[src/rtl/serial_chunk_adder_pkg.sv]
// Shared types and helpers for the serial chunk adder.
package serial_chunk_adder_pkg;

    typedef enum logic [0:0] {
        IDLE = 1'b0,
        RUN  = 1'b1
    } state_t;

    // Chunk counter width: holds 0..nchunk-1, never narrower than one bit.
    function automatic int cnt_w(input int nchunk);
        return (nchunk > 1) ? $clog2(nchunk) : 1;
    endfunction

endpackage

[src/rtl/serial_chunk_adder_chunk_add.sv]
// Combinational CHUNK-bit ripple adder; also reports the carry into its top bit.
module chunk_add #(
    parameter int CHUNK = 4
) (
    input  logic [CHUNK-1:0] a,
    input  logic [CHUNK-1:0] b,
    input  logic             cin,
    output logic [CHUNK-1:0] sum,
    output logic             cout,
    output logic             c_msb_in
);

    logic [CHUNK:0] c;

    always_comb begin
        c    = '0;
        sum  = '0;
        c[0] = cin;
        for (int i = 0; i < CHUNK; i++) begin
            sum[i]   = a[i] ^ b[i] ^ c[i];
            c[i+1]   = (a[i] & b[i]) | (c[i] & (a[i] ^ b[i]));
        end
    end

    assign cout     = c[CHUNK];
    assign c_msb_in = c[CHUNK-1];

endmodule

[src/rtl/serial_chunk_adder.sv]
// Multi-cycle adder: WIDTH-bit operands summed CHUNK bits per clock.
// Optional subtract port enabled by SERIAL_CHUNK_ADDER_SUB_EN.
module serial_chunk_adder
    import serial_chunk_adder_pkg::*;
#(
    parameter int WIDTH = 32,
    parameter int CHUNK = 4
) (
    input  logic             i_clk,
    input  logic             i_rst,
    input  logic             i_start,
    input  logic [WIDTH-1:0] i_a,
    input  logic [WIDTH-1:0] i_b,
    input  logic             i_carry,
`ifdef SERIAL_CHUNK_ADDER_SUB_EN
    input  logic             i_sub,
`endif
    output logic             o_busy,
    output logic             o_done,
    output logic [WIDTH-1:0] o_sum,
    output logic             o_carry,
    output logic             o_ovf,
    output state_t           o_state
);

    localparam int NCHUNK = WIDTH / CHUNK;
    localparam int CW     = cnt_w(NCHUNK);

    // Handshake: i_start is taken only on an edge where the unit is IDLE
    // (o_busy=0); o_busy stays high through the RUN edges, and o_done pulses
    // one cycle as o_sum/o_carry/o_ovf update. Starts seen while busy are dropped.

    state_t state, state_next;

    logic [WIDTH-1:0] a_sr, b_sr, sum_sr, sum_next;
    logic [WIDTH-1:0] b_load;
    logic             cin_load;
    logic             carry_reg;
    logic [CW-1:0]    count;
    logic [CHUNK-1:0] ch_sum;
    logic             ch_cout, ch_cmsb;
    logic             accept, last;

`ifdef SERIAL_CHUNK_ADDER_SUB_EN
    // Subtraction is A + ~B + ~borrow_in.
    assign b_load   = i_sub ? ~i_b : i_b;
    assign cin_load = i_carry ^ i_sub;
`else
    assign b_load   = i_b;
    assign cin_load = i_carry;
`endif

    assign accept = (state == IDLE) && i_start;
    assign last   = (state == RUN) && (count == CW'(NCHUNK - 1));

    chunk_add #(.CHUNK(CHUNK)) u_chunk_add (
        .a        (a_sr[CHUNK-1:0]),
        .b        (b_sr[CHUNK-1:0]),
        .cin      (carry_reg),
        .sum      (ch_sum),
        .cout     (ch_cout),
        .c_msb_in (ch_cmsb)
    );

    // Each chunk sum enters at the top so the result ends LSB-aligned.
    generate
        if (CHUNK == WIDTH) begin : g_single
            assign sum_next = ch_sum;
        end else begin : g_multi
            assign sum_next = {ch_sum, sum_sr[WIDTH-1:CHUNK]};
        end
    endgenerate

    always_ff @(posedge i_clk or posedge i_rst) begin
        if (i_rst) begin
            state <= IDLE;
        end else begin
            state <= state_next;
        end
    end

    always_comb begin
        state_next = state;
        case (state)
            IDLE:    if (i_start) state_next = RUN;
            RUN:     if (last) state_next = IDLE;
            default: state_next = IDLE;
        endcase
    end

    always_comb begin
        o_busy  = (state == RUN);
        o_state = state;
    end

    always_ff @(posedge i_clk or posedge i_rst) begin
        if (i_rst) begin
            a_sr      <= '0;
            b_sr      <= '0;
            sum_sr    <= '0;
            carry_reg <= 1'b0;
            count     <= '0;
            o_sum     <= '0;
            o_carry   <= 1'b0;
            o_ovf     <= 1'b0;
            o_done    <= 1'b0;
        end else begin
            o_done <= last;
            if (accept) begin
                a_sr      <= i_a;
                b_sr      <= b_load;
                carry_reg <= cin_load;
                count     <= '0;
            end else if (state == RUN) begin
                a_sr      <= a_sr >> CHUNK;
                b_sr      <= b_sr >> CHUNK;
                sum_sr    <= sum_next;
                carry_reg <= ch_cout;
                count     <= count + 1'b1;
                if (last) begin
                    count   <= '0;
                    o_sum   <= sum_next;
                    o_carry <= ch_cout;
                    o_ovf   <= ch_cout ^ ch_cmsb;
                end
            end
        end
    end

endmodule

[config.mk]
export PLATFORM = sky130hd
export DESIGN_NAME = serial_chunk_adder
export DESIGN_NICKNAME = d
export VERILOG_FILES = /design/src/rtl/serial_chunk_adder_pkg.sv /design/src/rtl/serial_chunk_adder_chunk_add.sv /design/src/rtl/serial_chunk_adder.sv
export SDC_FILE = /design/constraint.sdc
export NUM_CORES = 1
export LEC_CHECK = 0
export CORE_ASPECT_RATIO = 0.6
export CORE_MARGIN = 2
export CORE_UTILIZATION = 52
export CTS_CLUSTER_DIAMETER = 50
export DETAILED_ROUTE_END_ITERATION = 8
export GPL_ROUTABILITY_DRIVEN = 0
export HOLD_SLACK_MARGIN = 0.12
export PLACE_DENSITY = 0.8
export SKIP_CTS_REPAIR_TIMING = 1
export SLEW_MARGIN = 0
export SYNTH_ARGS = -nofsm -noshare
export SYNTH_HDL_FRONTEND = slang
export SYNTH_SLANG_ARGS = --single-unit
[constraint.sdc]
create_clock -name i_clk -period 6.5 [get_ports i_clk]
set_clock_uncertainty 0.2 [all_clocks]
set_input_delay 1.3 -clock i_clk [delete_from_list [all_inputs] [get_ports i_clk]]
set_output_delay 1.3 -clock i_clk [all_outputs]
set_load 0.02 [all_outputs]
After elaboration in Yosys (flattened, before gate mapping)

Cells that the tools add are included.

Add/subtract/negate cells: 1
Eq/ne operators: 1
Mux-type cells: 12
Bitwise operators: 23
Reductions and logical operators: 5

Operator list:

| kind                | count |
|---|---|
| $mux 32             | 4 |
| $mux 3              | 3 |
| $xor 1x1->1         | 9 |
| $and 1x1->1         | 8 |
| $mux 1              | 4 |
| $or 1x1->1          | 4 |
| $add 3x1->3 const B | 1 |
| $eq 3x3->1 const B  | 1 |
| $reduce_and 3->1    | 1 |
| $logic_and 1x1->1   | 2 |
| $not 1->1           | 2 |
| $pmux 1 s2          | 1 |
| $reduce_and 2->1    | 1 |
| $reduce_bool 2->1   | 1 |

Bits in registers: 136
Input bits: 68
Output and inout port bits: 37
Word-level logic and storage cells: 52

Longest topological paths before layout

Depth in word-level cells: 11
Depth in mapped cells: 9
Mapped depth without buffers: 9

Cells and area by module

A second synthesis with hierarchy kept.

Cells, all modules: 436
Area total of the unflattened synthesis: 5,745.5 sq um

Modules (own cells, without submodules):

| module             | instances | cells each | area an instance (sq um) | sequential area each (sq um) |
|---|---|---|---|---|
| serial_chunk_adder | 1         | 424        | 5,635.4                  | 3,303.2 |
| chunk_add          | 1         | 12         | 110.1                    | 0.0 |

Worst setup path before layout

Ideal clock, no wire load.

Path type: flip-flop to flip-flop
Start: register a_sr[0]
End: register o_ovf
Setup time: 0.125 ns
Arrival: 2.009 ns
Required time: 6.175 ns
Path slack: 4.166 ns
Cell stages (with the launch flop): 10
Buffers on the path: 0
Period minus slack after synthesis: 2.334 ns
Path through: dfrtp_1 > fa_1 > inv_1 > fa_1 > inv_1 > fa_1 > inv_1 > fa_1 > xnor2_1 > mux2_2

Cells in the longest elaborated chain, start to end: 10
Elaborated cells on any way between the ends: 11
Classes of those cells: bitwise: 11

RTL lines:

| element                | RTL line                           | source |
|---|---|---|
| from (decl)            | serial_chunk_adder.sv:35           | `logic [WIDTH-1:0] a_sr, b_sr, sum_sr, sum_next;` |
| from (signal assigned) | serial_chunk_adder.sv:110          | `a_sr <= i_a;` |
| from (signal assigned) | serial_chunk_adder.sv:115          | `a_sr <= a_sr >> CHUNK;` |
| $xor 1x1->1            | serial_chunk_adder_chunk_add.sv:21 | `c[i+1] = (a[i] & b[i]) \| (c[i] & (a[i] ^ b[i]));` |
| $and 1x1->1            | serial_chunk_adder_chunk_add.sv:21 |  |
| $or 1x1->1 *           | serial_chunk_adder_chunk_add.sv:21 |  |
| $and 1x1->1 *          | serial_chunk_adder_chunk_add.sv:21 |  |
| $or 1x1->1 *           | serial_chunk_adder_chunk_add.sv:21 |  |
| $and 1x1->1 *          | serial_chunk_adder_chunk_add.sv:21 |  |
| $or 1x1->1 *           | serial_chunk_adder_chunk_add.sv:21 |  |
| $and 1x1->1            | serial_chunk_adder_chunk_add.sv:21 |  |
| $or 1x1->1             | serial_chunk_adder_chunk_add.sv:21 |  |
| $xor 1x1->1 *          | serial_chunk_adder.sv:124          | `o_ovf <= ch_cout ^ ch_cmsb;` |
| to (signal assigned)   | serial_chunk_adder.sv:124          |  |
| to (decl)              | serial_chunk_adder.sv:22           | `output logic o_ovf,` |

Mark *: on every way between the ends. The rest lies on a longest branch, timed or not.
A chain may end at the register's enable or synchronous reset.

Worst setup path after layout

Start: register state (netlist: o_busy)
End: output o_busy

RTL lines:

| element                | RTL line                 | source |
|---|---|---|
| from (decl)            | serial_chunk_adder.sv:33 | `state_t state, state_next;` |
| from (signal assigned) | serial_chunk_adder.sv:78 | `state <= state_next;` |
| to (decl)              | serial_chunk_adder.sv:18 | `output logic o_busy,` |

No word-level cell between the ends.

==> reports/qor.txt <==
Core Footprint -> 0.01056 mm2
Regs by FF count -> a_sr: 32 flops, b_sr: 32 flops, o_sum: 32 flops
Post-DRT Antenna Nets -> 0
Reg2Reg Launch Point -> a_sr[0]
Clock root buffer -> clkbuf_16
RSZ-0062 raised after global routing -> no
WP data required -> 5.00 ns
IO buf count -> 104
Fin crit share -> 0.5509
Core Rows -> 29
CP Capture Type -> output pin
Cell Area, Synth -> 0.005628 mm2
Layout cells sized above 1 -> 0.1700
Pre-antenna DRT Iters -> 4
Delay-heaviest family, CP -> flip-flops
Status -> finished clean
Hold Crit Depth -> 2
H-tree depth -> 4
Fin. max-slew vios -> 0
R2r endpoint -> o_sum[31]
Register area share after synthesis -> 0.5869
CP Class -> reg -> out
Drt wl/cell -> 16.45 um
Die Footprint -> 0.01170 mm2
Net count, final -> 609
Worst setup margin -> 2.919 ns
Width of the die -> 138.3 um
Worst path bufs/invs -> 1
Setup_tns -> 0 ns
Die height -> 84.59 um
Fin. Hold Viols -> 0
Least-Margin Pin Slew -> 1.099 ns
All-layer global routing usage -> 0.2108
Rel. slew slack -> 0.2676
Worst min-delay path endpoint -> b_sr[25]
Largest net degree at the start of global routing -> 82
Largest family of logic cells by synthesized area -> multiplexers
Synth Area in Adders -> 0.01867
Area share of and/or/nand/nor cells after synthesis -> 0.04936
Ant diodes -> 0
CTS tree -> built
Reg2Reg Setup Slack -> 4.00 ns
Initial antenna violation count -> 0
Syn Nets -> 512
Total Power -> 3.458 mW
Reg clk slew, reported paths -> 0.05 ns
Synth Area in XOR/XNOR -> 0.001556
Max VDD drop -> 0.2540 mV
First-pass GRT wire length -> 19130 um
Initial drt markers -> 271
Syn Inst Count -> 438
Highest-count cells in the layout ignoring fill and taps -> 131 x dfrtp_1, 103 x clkdlybuf4s50_1, 69 x mux2i_1
Via count -> 3598
Critical path cell sequence -> clkdlybuf4s50_1
Vias per inst -> 5.245
Final HPWL DP -> 7274 um
Slowest CP cell -> dfrtp_4
Synthesis-stage register bit count -> 132
Max-cap violations -> 0
Most common cell after layout, fill and taps aside -> dfrtp_1
Compound-Gate Fraction of Synth Area -> 0.05625
Residual DRC count -> 0
Crit path largest cell delay -> 0.89 ns
Worst reg2reg path depth -> 8
Startpoint class of the critical path -> register
Grt total ovfl -> 0
Pwr dens -> 472.5 mW/mm2
Starting Density -> 0.5330
Yosys cell types -> 22
Worst hold path class -> reg -> reg
Clk_lat worst skew -> 0.41 ns
Worst Min Path Start -> b_sr[29]
Fillers -> 730
Leak -> 3.467 nW
Mux contribution to synthesized area -> 0.2481
Vias in the first global route -> 3770
Clock Sinks -> 132
Area Overhead vs Synth -> 30.04%
Setup-failing EPs final -> 0
Num ports -> 105
Final wirelength -> 11290 um
Total CTS buffers -> 17
Pre-CTS setup slack -> 3.207 ns
Bufs on Longest Clock Path -> 2
Hold Slack -> 0.2801 ns
Post-synthesis average cell area -> 12.85 um2
Final Critical Period -> 3.581 ns
Layout Utilization -> 0.6931
CP Max Fanout -> 81
Synth warn -> 0
Fmax -> 279.2 MHz
Arr. time, crit path -> 2.08 ns
## logic make-up after synthesis
family                   count (synthesis)
buffers and inverters                   41
AND/OR/NAND/NOR                         71
multiplexers                           126
flip-flops                             132
adder cells (fa/ha/maj)                  6
AO/OA/AOI/OAI                           61
XOR/XNOR                                 1
## Yosys cell counts (all sizes together)
| cell type | n | share of area |
|---|---|---|
| nor3b | 1 | 0.0013 |
| a21oi | 2 | 0.0018 |
| inv | 13 | 0.0087 |
| mux2 | 57 | 0.13 |
| fa | 4 | 0.014 |
| clkbuf | 8 | 0.0053 |
| nand2 | 57 | 0.039 |
| a32o | 1 | 0.0018 |
| ha | 2 | 0.0044 |
| buf | 20 | 0.025 |
| nor2 | 13 | 0.0087 |
| a21o | 1 | 0.0013 |
| a22o | 1 | 0.0016 |
| dfrtp | 132 | 0.59 |
| o21ai | 56 | 0.050 |
| xnor2 | 1 | 0.0016 |
| mux2i | 69 | 0.12 |
## per-layer routing
metal  vias up  GRT usage  wire length, um  part of all wire
li1       1697          -                -                 -
met1      1798     0.2967             5451              0.48
met2        91     0.3141             5080              0.45
met3        12    0.06389              646             0.057
met4         0    0.07607              108            0.0096
met5         -          0                0                 0
## worst max path at each step
stage            from  endpoint  slack (ns)  cells after the start
6_report       o_busy    o_busy        2.92                      1
5_1_grt        o_busy    o_busy        2.83                      1
2_1_floorplan   i_rst   a_sr[0]        1.47                      1
4_1_cts        o_busy    o_busy        2.91                      1
3_3_place_gp    i_rst  b_sr[17]        3.23                      3
3_5_place_dp    i_rst  b_sr[17]        3.21                      3
## final cells by class
cell class | instances | area (um2) | area share
Clock buffer | 22 | 474.2 | 0.06480
Clock inverter | 9 | 151.4 | 0.02069
Inverter | 13 | 53.80 | 0.007352
Multi-Input combinational cell | 265 | 2105 | 0.2876
Sequential cell | 132 | 3307 | 0.4519
Tap cell | 139 | 173.9 | 0.02376
Timing Repair Buffer | 106 | 1054 | 0.1440
## through the flow
step,area [um2],instances
4_1_cts,7318,686
3_5_place_dp,6693,655
3_3_place_gp,6693,655
5_1_grt,7318,686
6_report,7318,686
2_1_floorplan,5628,438
## power breakdown
part           total, mW  leakage (nW)  switching, mW  internal (mW)
clock network      0.999         0.306          0.330          0.669
registers           1.41          1.72          0.263           1.15
logic               1.05          1.44          0.476          0.573
total               3.46          3.47           1.07           2.39
Power figures use the tool's default switching activity.
